==> config.mk <==
export PLATFORM = sky130hd
export DESIGN_NAME = seq_detector_prog
export DESIGN_NICKNAME = d
export VERILOG_FILES = /design/src/rtl/seq_det_pkg.sv /design/src/rtl/seq_det_history.sv /design/src/rtl/seq_detector_prog.sv
export SDC_FILE = /design/constraint.sdc
export NUM_CORES = 1
export LEC_CHECK = 0
export BUFFER_PORTS_ARGS = -buffer_cell sky130_fd_sc_hd__buf_4
export CAP_MARGIN = 20
export CORE_MARGIN = 5
export CORE_UTILIZATION = 50
export DETAILED_ROUTE_END_ITERATION = 10
export PLACE_DENSITY_LB_ADDON = 0.1
export SYNTH_ARGS = -nofsm -noshare
export SYNTH_HDL_FRONTEND = slang
export SYNTH_SLANG_ARGS = --single-unit
==> constraint.sdc <==
create_clock -name clk -period 5.7 [get_ports clk]
set_input_delay 0 -clock clk [delete_from_list [all_inputs] [get_ports clk]]
set_output_delay 0 -clock clk [all_outputs]
set_load 0.005 [all_outputs]
==> src/rtl/seq_det_pkg.sv <==
// Shared constants and helpers for the programmable serial pattern detector.
// The helpers work on a 32-bit mask so that any legal MAX_LEN can slice what it needs.
package seq_det_pkg;

   localparam int MAX_LEN_MIN = 2;
   localparam int MAX_LEN_MAX = 32;

   function automatic int clamp_len(input int pat_len, input int max_len);
      return (pat_len > max_len) ? max_len : pat_len;
   endfunction

   function automatic logic [MAX_LEN_MAX-1:0] len_mask(input int len);
      logic [MAX_LEN_MAX-1:0] m;
      m = '0;
      for (int i = 0; i < MAX_LEN_MAX; i++) begin
         if (i < len) m[i] = 1'b1;
      end
      return m;
   endfunction

endpackage

==> src/rtl/seq_det_history.sv <==
// Serial history shift register plus a saturating count of valid bits held.
// The next-state values are exported so the compare sees the completing bit in the same cycle.
module seq_det_history #(
   parameter int MAX_LEN = 8,
   parameter int FILL_W  = 4
) (
   input  logic               clk,
   input  logic               reset,
   input  logic               shift,
   input  logic               din,
   input  logic               flush,
   input  logic               zero_fill,
   output logic [MAX_LEN-1:0] hist_next,
   output logic [FILL_W-1:0]  fill,
   output logic [FILL_W-1:0]  fill_next
);

   logic [MAX_LEN-1:0] hist;

   assign hist_next = {hist[MAX_LEN-2:0], din};
   assign fill_next = (fill == FILL_W'(MAX_LEN)) ? fill : fill + FILL_W'(1);

   // Zeroing the fill on a non-overlapping match forces the next match to use fresh bits.
   always_ff @(posedge clk or negedge reset) begin
      if (!reset) begin
         hist <= '0;
         fill <= '0;
      end else if (flush) begin
         hist <= '0;
         fill <= '0;
      end else if (shift) begin
         hist <= hist_next;
         fill <= zero_fill ? '0 : fill_next;
      end
   end

endmodule

==> src/rtl/seq_detector_prog.sv <==
// Programmable serial bit-pattern detector: run-time pattern, length and overlap mode,
// registered one-cycle match pulse and a saturating match counter.
module seq_detector_prog
   import seq_det_pkg::*;
#(
   parameter int MAX_LEN = 8,
   parameter int LEN_W   = $clog2(MAX_LEN + 1),
   parameter int CNT_W   = 16
) (
   input  logic               clk,
   input  logic               reset,
   input  logic               din,
   input  logic               din_valid,
   input  logic               cfg_load,
   input  logic [MAX_LEN-1:0] pattern,
   input  logic [LEN_W-1:0]   pat_len,
   input  logic               overlap_en,
   input  logic               clear_count,
   output logic               detected,
   output logic [CNT_W-1:0]   match_count,
   output logic               armed
);

   logic [MAX_LEN-1:0] pat_sh;
   logic [LEN_W-1:0]   len_sh;
   logic               ovl_sh;

   logic               accept;
   logic               hit;
   logic [MAX_LEN-1:0] mask;
   logic [MAX_LEN-1:0] hist_next;
   logic [LEN_W-1:0]   fill;
   logic [LEN_W-1:0]   fill_next;
   logic [LEN_W-1:0]   len_eff;
   logic [LEN_W-1:0]   len_upd;
   logic [LEN_W-1:0]   fill_upd;

   assign accept  = din_valid && !cfg_load;
   assign len_eff = LEN_W'(clamp_len(int'(pat_len), MAX_LEN));
   assign mask    = MAX_LEN'(len_mask(int'(len_sh)));

   // A zero length disables matching entirely; bits above the length are ignored.
   assign hit = accept && (len_sh != '0) && (fill_next >= len_sh)
                && (((hist_next ^ pat_sh) & mask) == '0);

   assign len_upd  = cfg_load ? len_eff : len_sh;
   assign fill_upd = cfg_load ? '0
                   : accept   ? ((hit && !ovl_sh) ? '0 : fill_next)
                   : fill;

   seq_det_history #(
      .MAX_LEN (MAX_LEN),
      .FILL_W  (LEN_W)
   ) u_history (
      .clk       (clk),
      .reset     (reset),
      .shift     (accept),
      .din       (din),
      .flush     (cfg_load),
      .zero_fill (hit && !ovl_sh),
      .hist_next (hist_next),
      .fill      (fill),
      .fill_next (fill_next)
   );

   // armed is computed from next-state fill and length so it tracks the history it describes.
   always_ff @(posedge clk or negedge reset) begin
      if (!reset) begin
         pat_sh      <= '0;
         len_sh      <= '0;
         ovl_sh      <= 1'b0;
         detected    <= 1'b0;
         match_count <= '0;
         armed       <= 1'b0;
      end else begin
         if (cfg_load) begin
            pat_sh <= pattern;
            len_sh <= len_eff;
            ovl_sh <= overlap_en;
         end
         detected <= hit;
         armed    <= (len_upd != '0) && (fill_upd >= len_upd);
         if (clear_count && hit)
            match_count <= CNT_W'(1);
         else if (clear_count)
            match_count <= '0;
         else if (hit && (match_count != {CNT_W{1'b1}}))
            match_count <= match_count + CNT_W'(1);
      end
   end

endmodule
==> results.toml <==
[cts]
cts_buffers = 5
cts_root_buf = "clkbuf_8"
postCtsHoldBufs = 13
tritoncts = "done"
clockBufferDepth = 2
h-tree-depth = 2
cts_setup_buffers = 0
cts_sinks = 42
path_clk_slew_ps = 80
worstSkewPairLatency_ps = 290
post_cts_resized = 0

[timing]
rsz0062_at_grt = "no"
max_freq_mhz = 274
tns_ps = 0
fin_worst_skew_ps = 4.44
period_minus_slack_ps = 3650
max_slew_margin = 0.654
timing.final.crit_share = 0.641
report.final.slew_viol_count = 0
setup_violations = 0
worst_slew_pin_slew_ps = 519
finalHoldViolations = 0
setup_ws_ps = 2050

[global_routing]
use_met2 = 0.271
gr-usage-met1 = 0.244
globalRouteMet3Util = 0.0412
busiest_layer = "met2"
antenna_found_initial = 0
grt_usage = 0.174
grt_pass1_wl_mm = 8.67
grt_max_degree = 43
grt-ovfl-total = 0
grt_pass1_vias = 1825

[synth]
synth_top_cell_area_share = 0.450
synth.cell_area_mm2 = 0.00234
ys_types = 47
ys.flop_type = "dfrtp_1"
synth_top_area_cell = "dfrtp_1"
syn_avg_cell_area_um2 = 10.2
ys_ff_latch = 42
synth_fp_nets = 258
ys_warn_count = 0
async_reset_ff_frac = 1.00
syn_inst = 228
ys_seq_area_frac = 0.450
synth_area_leaders = "dfrtp_1, ha_1, mux2_2"
synth-edff-count = 0

[route]
detail_route.iter0.violations = 80
drtAntennaViolNets = 0
vias = 1891
drt-total-wl_mm = 4.99
drc_errors = 0
routed_via_density = 5.77
first_pass_iters = 4
wl_per_cell_um = 15.2

[worst_hold_path]
hold_start = "pat_len[2]"
min_path_type = "in -> reg"

[placement]
place_hpwl_mm = 3.45
dpl_worst_slack_ps = 2050
io_buffer_count = 36
place_congestion = 0.824

[worst_setup_path]
cp.required_ps = 5880
critPathKind = "reg -> reg"
startpoint = "u_history.fill[0]"
critical-path-top-delay-family = "compound AO/OA/AOI/OAI gates"
critPathBufInv = 3
slowest_stage = "dfrtp_1"
crit_path_start_kind = "register"
path_cells = "inv_1, ha_1, nand2_1, nor2_1, xnor2_1, inv_1, ha_1, o21ai_0, a222oi_1, nand4_1, buf_4, or2_1, a32oi_1, ha_1, nand2b_1, a21o_1, a21oi_1, nor2b_1, o32a_1"
crit_fanout = 31
critPathArrivalTime_ps = 3830
crit_top_cell = "ha_1"
end_kind = "register"
crit_path_max_incr_delay_ps = 450
r2r-start = "u_history.fill[0]"

[job]
max_cap_viol_count = 0

[power]
p_per_area_mw_per_mm2 = 222
vdd_drop_max_uv = 220
leakage_nw = 1.32

[status]
status = "finished, final reports clean"

[floorplanning]
start_util = 0.526
die_w_um = 78.4
ios = 37
rows = 24
die-area_mm2 = 0.00614
dieHeight_um = 78.4
core_area_mm2 = 0.00444

[final_layout]
syn2layout_area_growth_pct = 23.5
drive_gt1_frac = 0.217
diodes = 0
fill_cells = 359
layout.nets = 305
[worst register-to-register path: stages, from the launching register on]
cell	delay, ps
dfrtp_1	450
inv_1	70
ha_1	190
nand2_1	80
nor2_1	50
xnor2_1	230
inv_1	80
ha_1	270
o21ai_0	80
a222oi_1	230
nand4_1	130
buf_4	240
or2_1	300
a32oi_1	230
ha_1	250
nand2b_1	130
a21o_1	170
a21oi_1	130
nor2b_1	60
o32a_1	170
[registers in the layout (all words and copies together) (netlist names)]
| register | flops |
|---|---|
| detected | 1 |
| u_history.fill | 4 |
| ovl_sh | 1 |
| match_count | 16 |
| armed | 1 |
| pat_sh | 8 |
| u_history.hist | 7 |
| len_sh | 4 |
[final timing paths]
| kind | to | slack, ps | cells past startpoint |
|---|---|---|---|
| worst max-delay path | armed | 2050 | 19 |
| worst min register to register | ovl_sh | 510 | 1 |
| worst min-delay path | len_sh[2] | 70 | 4 |
| max in group asynchronous | match_count[3] | 5120 | 2 |
| min in group asynchronous | match_count[13] | 230 | 2 |
| worst max register to register | armed | 2050 | 19 |
[where the power goes]
| part | internal [mW] | switching, mW | total [mW] |
|---|---|---|---|
| sequential | 0.310 | 0.0117 | 0.322 |
| clock | 0.130 | 0.105 | 0.235 |
| combinational | 0.0437 | 0.0400 | 0.0837 |
| total | 0.484 | 0.156 | 0.640 |
[logic make-up (layout without fill, tap and decap cells)]
kind of cell / after synthesis / after routing / synth area share
adder cells (fa/ha/maj): 11 / 11 / 0.0589
flip-flops: 42 / 42 / 0.450
multiplexers: 21 / 21 / 0.0964
buffers and inverters: 25 / 73 / 0.0423
XOR/XNOR: 10 / 10 / 0.0375
AO/OA/AOI/OAI: 47 / 47 / 0.144
AND/OR/NAND/NOR: 72 / 72 / 0.171
[stage by stage]
stage | util | cell area, um^2 | std cells | hold slack, ps | total power, mW
after floorplan | - | 2340 | 228 | -296 | 0.373
after global routing | 0.649 | 2880 | 328 | 66.9 | 0.678
after global placement | 0.594 | 2640 | 307 | 22.7 | 0.403
final | 0.649 | 2880 | 328 | 67.4 | 0.640
after CTS | 0.649 | 2880 | 328 | 59.5 | 0.648
after detailed placement | 0.594 | 2640 | 307 | 22.4 | 0.405
[area by class of cell]
cell class,instances,area [um^2],share of cell area
clock inverter,3,45.0,0.0156
timing repair buffer,51,415,0.144
inverter,14,52.6,0.0182
multi-input combinational,161,1190,0.411
sequential,42,1050,0.364
clock buffer,5,68.8,0.0239
tap,52,65.1,0.0226
[cells in the mapped netlist, types with 2 or more instances]
master	count
nand3_1	8
o21ai_0	3
xnor2_1	7
or4_1	6
o21a_1	7
dfrtp_1	42
buf_2	4
mux2_1	3
ha_1	11
xor2_1	3
a21oi_1	12
o41ai_1	3
mux2i_1	9
and4_1	2
nor3_1	6
nand2_1	10
o311ai_1	2
mux2_2	9
inv_2	2
inv_1	12
a32o_1	4
and3_1	3
nand3b_1	3
nor4_1	2
o31a_1	2
or2_2	2
o31ai_1	5
nor2b_1	4
clkbuf_1	6
nor2_1	15
nand4_1	5
[layer usage]
metal  share of wire  vias up  routed length [um]
met5               0        -                   0
met4          0.0096        0                  48
met3           0.036        5                 181
met2            0.47       33                2360
met1            0.48      926                2390
li1                -      927                   -
[cells in the final DEF, fill, tap and decap left out, types with 3 or more instances in the layout]
master         instances
mux2i_1                9
nand3b_1               3
o21a_1                 7
nand4_1                5
mux2_2                 9
xor2_1                 3
xnor2_1                7
nand3_1                8
clkbuf_8               5
o31ai_1                5
buf_4                 38
or4_1                  6
dfrtp_1               42
nor2_1                15
o21ai_0                3
a32o_1                 4
a21oi_1               12
o41ai_1                3
inv_1                 12
nor3_1                 6
and3_1                 3
dlygate4sd3_1         13
ha_1                  11
mux2_1                 3
nor2b_1                4
nand2_1               10
(Power assumes the default switching activity.)
